**src/rtl/io_out_fifo.sv**
```systemverilog
// Output-side FIFO between the processor I/O write port and an external consumer.
// Writes cannot stall, so a write into a full FIFO is dropped and latches a sticky overflow flag.
module io_out_fifo #(
    parameter int NUBITS = 16,
    parameter int NUIOOU = 2,
    parameter int FDEPTH = 8,
    localparam int NBADDR = $clog2(NUIOOU),
    localparam int PW     = $clog2(FDEPTH),
    localparam int CW     = PW + 1
) (
    input  logic              clk,
    input  logic              rst,
    input  logic [NUBITS-1:0] io_out,
    input  logic [NBADDR-1:0] addr_out,
    input  logic              out_en,
    output logic [NUBITS-1:0] m_data,
    output logic [NBADDR-1:0] m_addr,
    output logic              m_valid,
    input  logic              m_ready,
    output logic [CW-1:0]     count,
    output logic              full,
    output logic              overflow,
    input  logic              ovf_clr
);

    localparam logic [CW-1:0] DEPTH_C = CW'(FDEPTH);

    logic [NBADDR+NUBITS-1:0] mem [FDEPTH];
    logic [PW-1:0]            rd_ptr;
    logic [PW-1:0]            wr_ptr;
    logic                     pop;
    logic                     push;
    logic                     drop;

    assign m_valid = (count != '0);
    assign full    = (count == DEPTH_C);
    assign pop     = m_valid & m_ready;
    // A pop in the same cycle frees the slot, so a full FIFO can still accept.
    assign push    = out_en & (~full | pop);
    assign drop    = out_en & full & ~pop;

    // First-word-fall-through head, forced to zero when nothing is stored.
    always_comb begin
        m_data = '0;
        m_addr = '0;
        if (m_valid) begin
            m_data = mem[rd_ptr][NUBITS-1:0];
            m_addr = mem[rd_ptr][NBADDR+NUBITS-1:NUBITS];
        end
    end

    always_ff @(posedge clk) begin
        if (!rst && push) begin
            mem[wr_ptr] <= {addr_out, io_out};
        end
    end

    always_ff @(posedge clk) begin
        if (rst) begin
            rd_ptr <= '0;
            wr_ptr <= '0;
            count  <= '0;
        end else begin
            if (push) begin
                wr_ptr <= wr_ptr + PW'(1);
            end
            if (pop) begin
                rd_ptr <= rd_ptr + PW'(1);
            end
            if (push && !pop) begin
                count <= count + CW'(1);
            end else if (pop && !push) begin
                count <= count - CW'(1);
            end
        end
    end

    // Setting wins over clearing when both happen in one cycle.
    always_ff @(posedge clk) begin
        if (rst) begin
            overflow <= 1'b0;
        end else if (drop) begin
            overflow <= 1'b1;
        end else if (ovf_clr) begin
            overflow <= 1'b0;
        end
    end

endmodule
```
**config.mk**
```make
export PLATFORM = sky130hd
export DESIGN_NAME = io_out_fifo
export DESIGN_NICKNAME = d
export VERILOG_FILES = /design/src/rtl/io_out_fifo.sv
export SDC_FILE = /design/constraint.sdc
export NUM_CORES = 1
export LEC_CHECK = 0
export CAP_MARGIN = 20
export CORE_ASPECT_RATIO = 1.75
export CORE_MARGIN = 5
export CORE_UTILIZATION = 50
export CTS_BUF_LIST = sky130_fd_sc_hd__clkbuf_4 sky130_fd_sc_hd__clkbuf_8
export DETAILED_ROUTE_END_ITERATION = 10
export HOLD_SLACK_MARGIN = 0.02
export PLACE_DENSITY = 0.7
export RECOVER_POWER = 25
export SETUP_SLACK_MARGIN = 0.15
export SLEW_MARGIN = 10
export SYNTH_ARGS = -nofsm -noshare
export SYNTH_HDL_FRONTEND = slang
export SYNTH_SLANG_ARGS = --single-unit
```
**constraint.sdc**
```tcl
create_clock -name clk -period 9.8 [get_ports clk]
set_clock_uncertainty 0.2 [all_clocks]
set_input_delay 0.98 -clock clk [delete_from_list [all_inputs] [get_ports clk]]
set_output_delay 0.98 -clock clk [all_outputs]
set_load 0.005 [all_outputs]
```
# ---- Yosys cells after proc, flatten, opt, wreduce, memory -nomap -nowiden
# Memories as Yosys holds them, arrays and structs flattened. A register that Yosys moved wholly into a read port is not among the register bits.
# Cells that the tools add are included.
dict set report word_totals {
  reg_bits 11
  mem_bits_rw 136
  in_bits 22
  out_inout_bits 24
  elab_cells 36
  memories 1
}
# memory words word_bits read_ports rd_clocked_by_memory_dff write_ports line_no
set mem_list {}
lappend mem_list {mem 8 17 1 1 1 28} ;# logic [NBADDR+NUBITS-1:0] mem [FDEPTH];
dict set report classes {
  add_sub_neg 4
  eq_ne 1
  n_mux 10
  bitwise 7
  reduce_logical 9
}
# operator n
set ops {}
lappend ops {{2-to-1 mux 16 bit} 1}
lappend ops {{2-to-1 mux 4 bit} 2}
lappend ops {{adder 3 x 1 -> 3 bit, second input constant} 2}
lappend ops {{2-to-1 mux 3 bit} 2}
lappend ops {{2-to-1 mux 1 bit} 5}
lappend ops {{adder 4 x 1 -> 4 bit, second input constant} 1}
lappend ops {{bitwise AND 1 bit} 4}
lappend ops {{== test 4 bit, second input constant} 1}
lappend ops {{nonzero test 2 bit} 2}
lappend ops {{nonzero test 4 bit} 1}
lappend ops {{subtractor 4 x 1 -> 4 bit, second input constant} 1}
lappend ops {{logical AND 1 bit} 3}
lappend ops {{zero test 1 bit} 3}
lappend ops {{NOT 1 bit} 2}
lappend ops {{OR 1 bit} 1}

# ---- Depth between registers and ports, before layout
# Gate-level depths: netlist (run 1).
dict set report depth {
  ltp_word 8
  depth_mapped 10
  depth_no_buf 10
}

# ---- Least setup slack after synthesis (run 1)
# OpenSTA, ideal clock, no wires.
dict set report synth_timing {
  kind {input port to flip-flop}
  startpoint {in rst}
  endpoint {mem mem[0][0] (netlist bit) (enable)}
  setup_ns 0.441
  arrival_ns 3.081
  required_time_ns 9.159
  path_slack_ns 6.078
  stages 3
  n_path_buf 1
  path_cell_list {buf_4 > nor2_1 > nor4b_1}
}
dict set report synth_via {
  elab_chain_cells 4
}
# element line_no
set synth_rtl {}
lappend synth_rtl {{start: declaration} 12} ;# input logic rst,
lappend synth_rtl {{zero test 1 bit} 53} ;# if (!rst && push) begin
lappend synth_rtl {{logical AND 1 bit} 53}
lappend synth_rtl {{2-to-1 mux 1 bit} 53}
lappend synth_rtl {{2-to-1 mux 1 bit (implied by the code)} 54} ;# mem[wr_ptr] <= {addr_out, io_out};
lappend synth_rtl {{end: declaration} 28}
# Every way passes these cells.

==> results.md, run 1 <==
Outcome:
- The run finished with clean final reports.

Drt:
- The initial detailed-routing violation count is 182.
- The first-pass detailed-route iteration total is 4.
- The per-cell via count in the routed design is 5.596.
- Once detail routing completed, the nets flagged for antenna violations numbered 0.
- Across all layers, the routed design uses 2,843 vias.
- For this run, design rule violations remaining after detail routing come to 0.
- The wire length reported by the detailed router is between 10 and 15 mm.
- After detailed routing, the average wire length per cell comes to 20.97 um.

GRT:
- The number of antenna violations at the first check in global routing was 1.
- In the global route stage, overall resource usage came out at 0.1616.
- The number of global-route vias before repair is just over 3,000.
- The wire length of the first global-routing pass is 16.77 mm.
- The largest net degree at the start of global routing is 35.
- After global routing the overflow that remains totals 0.

Yosys:
- The commonest cells after synthesis are sky130_fd_sc_hd__edfxtp_1 (136), sky130_fd_sc_hd__mux4_2 (34), sky130_fd_sc_hd__nor2_1 (34), sky130_fd_sc_hd__mux2i_1 (18), sky130_fd_sc_hd__dfxtp_1 (14).
- For this run, the register share of the synthesized area comes to 0.7426.
- After technology mapping, the gate count stands at 296.
- The most instantiated flip-flop cell in the synthesis netlist is sky130_fd_sc_hd__edfxtp_1.
- The cell with the most instances after synthesis is sky130_fd_sc_hd__edfxtp_1.
- The synthesized design contains 150 register bits.
- A synthesized cell averages 19.85 um^2.
- The portion of synthesized cell area occupied by the leading cell type is 0.6949.
- The net count of the mapped netlist is 324.
- The count of unique library cells instantiated by Yosys is 36.
- The fraction of registers with async set/reset is 0.
- By area the synthesized netlist is led by sky130_fd_sc_hd__edfxtp_1 (69%), sky130_fd_sc_hd__mux4_2 (13%), sky130_fd_sc_hd__dfxtp_1 (4.8%).
- The number of warnings printed during yosys synthesis is 0.
- The synthesized design contains 136 enable-type register cells.
- The cell taking the most area after synthesis is sky130_fd_sc_hd__edfxtp_1.
- After synthesis the cells add up to 0.005877 mm^2.

Setup path:
- The critical path goes through buf_4 > mux4_2 > mux2i_1 > nor2_1 > clkdlybuf4s50_1.
- For this run, the slowest stage of the critical path takes roughly 0.58 ns.
- The cell family contributing the most delay on the critical path is buffers and inverters.
- The data arrival time at the worst-slack endpoint is roughly 2.7 ns.
- Together, buffers and inverters on the worst path number 2.
- Along the worst path, the maximum fanout reaches 30.
- The type of element capturing the critical path is an output port.
- The largest individual stage delay along the critical path comes from the cell sky130_fd_sc_hd__mux4_2.
- Across all register-to-register paths, the minimum setup slack is around 6.7 ns.
- The worst setup path is launched from a flop.
- The data required time at the worst endpoint is around 8.6 ns.
- The worst setup path is of the reg2out kind.

Timing:
- The shortest period the worst path allows is 3.893 ns.
- Setup repair after global routing left no endpoint under its margin.
- After layout, the worst setup slack is 5.907 ns.
- Derived from the worst setup path, the maximum achievable clock frequency is roughly 260 MHz.
- The total count of hold-check failures in the final report was 0.
- The aggregate negative setup slack is 0 ns.
- The count of pins over their slew limit is 0.
- The relative slew slack is 0.3523.
- At the pin with the least slew margin, the transition time is 0.9679 ns.
- The ratio of final minimum period to clock period is 0.3972.
- Setup violations remaining at the end of the flow were counted as 0.

Clock tree:
- Buffers inserted to repair hold after CTS numbered 0.
- The clock input transition at the sequential cells of the worst setup and hold paths is 0.07 ns.
- The longest clock path from root to sink contains 2 buffers.
- The number of setup buffers added after CTS is 0.
- In this run, post-CTS repair resized a total of 0 instances.
- The number of H-tree levels is 4.
- The tree built by TritonCTS fans out to 150 sinks.
- TritonCTS created 17 clock buffers.
- The later pin in the worst-skew pair is clocked with a latency of 0.43 ns.
- TritonCTS built the clock tree.
- Clock tree synthesis selected as its root buffer the cell sky130_fd_sc_hd__clkbuf_8.

Pwr:
- After layout, the design draws a total of 1.699 mW.
- The cell leakage power is 2.253 nW.
- VDD sags by at most 0.0001843 V.
- The total power divided by cell area is 243.0 mW/mm^2.

Placement:
- The weighted congestion reported at the end of routability-driven placement is 0.7075.
- Before CTS, the worst setup slack after placement is 6.132 ns.
- The estimated wirelength of the detail-placed design is 6.519 mm.
- Port buffering added 45 buffers.

Job:
- The number of max-cap violations is 0.

Finish:
- Of the cells placed in the final design, the portion with a size suffix greater than 1 is 0.2527.
- For this run, the share of the core covered by cells in the final layout is 0.6035.
- The number of nets in the layout is 387.
- Compared with the post-synthesis result, the final layout area differs by 18.93%.

Floorplan:
- The vertical die dimension is 153.4 um.
- The die width is about 92 um.
- The boundary pin count is 46.
- The floorplan step defined a die boundary enclosing about 0.014 mm^2.
- The total number of placement rows is 52.
- The initial utilization of the core area, before any placement, comes to 0.5075.
- The core region is ~0.012 mm^2.

Worst hold path:
- The path class of the tightest hold or removal check is reg2reg.
==> layout by cell type, fill, tap and decap left out, types with 2 or more instances in the layout <==
cell and instances:
sky130_fd_sc_hd__inv_1 3, sky130_fd_sc_hd__ha_1 5, sky130_fd_sc_hd__nor2_1 34, sky130_fd_sc_hd__clkbuf_4 3, sky130_fd_sc_hd__clkbuf_8 19, sky130_fd_sc_hd__edfxtp_1 136
sky130_fd_sc_hd__bufinv_16 4, sky130_fd_sc_hd__nand3_1 3, sky130_fd_sc_hd__buf_4 13, sky130_fd_sc_hd__inv_4 2, sky130_fd_sc_hd__xor2_1 4, sky130_fd_sc_hd__nor3_2 3
sky130_fd_sc_hd__mux4_2 34, sky130_fd_sc_hd__dlygate4sd3_1 11, sky130_fd_sc_hd__dfxtp_1 13, sky130_fd_sc_hd__a21oi_1 3, sky130_fd_sc_hd__nand2_1 6, sky130_fd_sc_hd__clkinv_2 5
sky130_fd_sc_hd__mux2i_1 18, sky130_fd_sc_hd__clkdlybuf4s50_1 34
==> per-layer routing <==
layer  global-route usage  vias up  wire [um]
met2               0.2824       58       5906
li1                     -     1311          -
met4              0.05811        0        179
met5                    0        -          0
met3              0.04919       10        423
met1               0.1866     1464       4143
==> state kept, by name, summed over array words and instances, names as in the netlist, named ones only <==
register / count
wr_ptr: 3
mem: 136
rd_ptr: 3
count: 4
overflow: 1
==> per-stage QoR <==
step                      cell area, um^2  instances  hold slack [ns]
after CTS                            6987        507           0.3130
after floorplan                      5877        296           0.2541
final                                6989        508           0.3043
after global routing                 6989        508           0.3403
after detailed placement             6551        475           0.2902
after global placement               6551        475           0.2807
==> worst paths after layout <==
kind	from	cells past startpoint	to
worst max-delay path	flop	5	m_data[15]
worst min-delay path	overflow	2	overflow
worst max register to register	count[0]	10	count[3]
worst min register to register	overflow	2	overflow
==> worst reg2reg max path, delay by kind of cell, from the launching register on <==
kind | cells | cell delay (ns)
simple gates | 1 | 0.62
fa+ha+maj | 2 | 0.50
compound gates | 4 | 0.73
flops | 1 | 0.41
mux | 1 | 0.35
buf+inv | 2 | 0.21
==> power by group <==
part           total [mW]  internal [mW]  switching [mW]
logic               0.442          0.250           0.192
clock network       0.505          0.298           0.207
registers           0.752          0.726          0.0261
==> logic make-up after synthesis <==
logic type	share of synthesized area
simple gates	0.04258
flops	0.7426
fa+ha+maj	0.01405
buf+inv	0.01575
xor+xnor	0.01022
mux	0.1629
compound gates	0.01192
==> layout make-up <==
type                       instances  area, um^2
inverter                           5       21.27
antenna                            1       2.502
clock buffer                      22       284.0
sequential                       150        4365
fill                             837        4592
clock inverter                    10       151.4
tap                              135       168.9
timing repair buffer              58       548.0
multi-input combinational        127        1448
(Power assumes the default switching activity.)
==> inputs of run 2 (changes only) <==
- clock period: 9.8 -> 3.85 ns (I/O delays scaled with it)
==> results.md, run 2 (synthesis gave the netlist of run 1 again) <==
Pwr:
- The cell leakage power came to 2.241 nW (-0.49%).
- The total power divided by cell area came to 605.3 mW/mm^2 (+150%).
- The total power draw is 4.229 mW (+150%).
- The maximum resistive drop on vdd was 0.0004339 V (+140%).

Timing:
- The worst slack on hold paths is 0.2963 ns (-0.007978 ns).
- Derived from the worst setup path, the maximum achievable clock frequency is about 320 MHz.
- Setup repair after global routing left no endpoint under its margin.
- The ratio of final minimum period to clock period is 0.8235.
- The aggregate negative setup slack is 0 ns (unchanged).
- After layout, the minimum clock period comes to 3.171 ns.
- The number of setup violations in the final report is 0 (unchanged).
- The relative slew slack was 0.5592 (+0.2069).
- The count of pins over their slew limit is 0 (unchanged).
- The total count of hold-check failures in the final report was 0 (unchanged).
- The transition time at the pin with the least slew margin is 0.6587 ns (-0.3092 ns).

Finish:
- The largest register by flop count is mem.
- The flip-flop count of the largest register, all copies and words added is 136 (unchanged).
- The largest registers in the layout are mem (136), count (4).
- The number of fill cells was 846 (+1.1%).
- The post-synthesis to final-layout area growth is 18.88% (about the same).
- The number of nets in the layout was 390 (+0.78%).
- The register area was 0.004365 mm^2 (unchanged).
- The commonest non-fill, non-tap cell in the layout is sky130_fd_sc_hd__edfxtp_1.
- The area of the multi-input gates came to 0.001448 mm^2 (unchanged).
- The fraction of final layout cells with drive strength greater than 1 came to 0.2560 (+0.003312).
- In the layout the commonest cells are sky130_fd_sc_hd__edfxtp_1 (136), sky130_fd_sc_hd__mux4_2 (34), sky130_fd_sc_hd__nor2_1 (34).

Floorplan:
- The vertical die dimension is 153.4 um (unchanged).
- The boundary pin count is 46 (unchanged).
- The die width was 91.96 um (unchanged).
- The standard cell core area was 0.01158 mm^2 (unchanged).
- The area of the die is 0.01411 mm^2 (unchanged).
- The total number of placement rows is 52 (unchanged).
- The effective utilization at floorplan came to 0.5075 (unchanged).

Setup path:
- The worst reg-to-reg setup slack was 0.71 ns (-5.98 ns).
- The data arrival time at the worst-slack endpoint is 2.59 ns (-0.12 ns).
- The data required time at the worst endpoint is 3.26 ns (-5.36 ns).
- The peak fanout along the critical path is 22 (-27%).
- The setup path with the least slack is of type reg2out.
- The kind of start point of the critical path is a flop.
- STA classifies the critical path endpoint as an output port.
- The number of cells on the worst reg-to-reg path was 10 (unchanged).

Clock tree:
- The clock sink count is 150 (unchanged).
- The buffer depth of the longest clock path is 2 (unchanged).
- The CTS tree is done.
- The number of H-tree levels came to 4 (unchanged).
- The clock insertion delay at the later pin of the skew report was 0.42 ns (about the same).
- The root buffer cell chosen for the clock tree is sky130_fd_sc_hd__clkbuf_8.
- The number of setup buffers added after CTS was 0 (unchanged).
- The hold-fix buffer count after cts is 0 (unchanged).
- The count of cells resized by post-cts repair is 0 (unchanged).
- The clock input transition at the sequential cells of the worst setup and hold paths came to 0.07 ns (about the same).
- The TritonCTS buffer count is 17 (unchanged).

Outcome:
- The flow ran to the end, and the final reports show no timing, DRC or antenna violations.

GRT:
- The met2 track utilization from global routing is 0.2939 (+0.01151).
- The met1 routing resource usage after global routing is 0.1933 (+0.006792).
- The number of global-route vias before repair came to 3,111 (+1.2%).
- The total overflow reported by the global router is 0 (unchanged).
- The global-route usage over all layers is 0.1677 (+0.006085).
- The wire length of the first global-routing pass was 17.37 mm (+3.6%).
- The number of antenna violations at the first check in global routing was 1 (unchanged).
- The largest net degree at the start of global routing is 35 (unchanged).
- The met3 capacity usage during global routing is 0.05558 (+0.006394).
- After global routing, the most crowded layer is met2.

Worst hold path:
- The number of cells on the worst hold path was 2 (unchanged).
- The type of the most critical hold path is reg2reg.

Drt:
- The mean routed wirelength per cell is 20.72 um (-1.2%).
- The first-pass detailed-route iteration total is 4 (unchanged).
- The per-cell via count in the routed design came to 5.603 (+0.11%).
- The final routed DRC violation total is 0 (unchanged).
- The initial detailed-routing violation count is 207 (+14%).
- The detailed-route via count is 2,863 (+0.70%).
- The wire length reported by the detailed router is 10.59 mm (-0.58%).
- The number of routed nets with antenna violations is 0 (unchanged).

Placement:
- The count of buffers from port buffering is 45 (unchanged).
- The estimated wirelength of the detail-placed design is 6.778 mm (+4.0%).
- The weighted congestion reported at the end of routability-driven placement is 0.7515 (+6.2%).

Job:
- The number of max-cap violations is 0 (unchanged).
run 2: changes by cell type in the layout (fill, tap and decap cells not counted), sizes merged, moves of 2 or more:
cell / change
buf: +3
clkbuf: -2
clkinvlp: +2
dlygate4sd3: +2
clkinv: +3
bufinv: -2
clkdlybuf4s50: -2
run 2: routing by layer:
metal / vias up / routed length [um]
li1: 1312 / -
met1: 1465 / 3938
met2: 80 / 5942
met3: 6 / 604
met4: 0 / 104
met5: - / 0
run 2: path summary, 6_finish.rpt:
| path | from | endpoint |
|---|---|---|
| hold / removal | overflow | overflow |
| hold reg to reg | overflow | overflow |
| setup reg to reg | count[0] | count[3] |
| setup / recovery | flop | m_data[1] |
run 2: cell type report:
class	count	area share
clock inverter	12	0.01845
multi-input combinational	127	0.2072
sequential	150	0.6248
antenna	1	0.0003582
inverter	5	0.003044
clock buffer	20	0.03850
tap	135	0.02418
timing repair buffer	61	0.08345
run 2: power breakdown:
part / switching (mW) / internal (mW) / total, mW
logic: 0.479 / 0.657 / 1.14
registers: 0.0924 / 1.85 / 1.94
clock network: 0.540 / 0.615 / 1.16
total: 1.11 / 3.12 / 4.23
run 2: through the flow:
stage	std cells	instance area [um^2]	setup WS, ns	utilization
after detailed placement	478	6586	0.7285	0.5687
after global placement	478	6586	0.8356	0.5687
after floorplan	296	5877	0.5839	-
after CTS	510	6984	0.5736	0.6031
after global routing	511	6987	0.4023	0.6033
final	511	6987	0.6794	0.6033
run 2: critical path: stages (launching register included):
cell and delay (ns):
sky130_fd_sc_hd__dfxtp_2 0.64, sky130_fd_sc_hd__buf_12 0.28, sky130_fd_sc_hd__mux4_2 0.54, sky130_fd_sc_hd__mux2i_1 0.17, sky130_fd_sc_hd__nor2_1 0.06, sky130_fd_sc_hd__clkdlybuf4s50_1 0.45
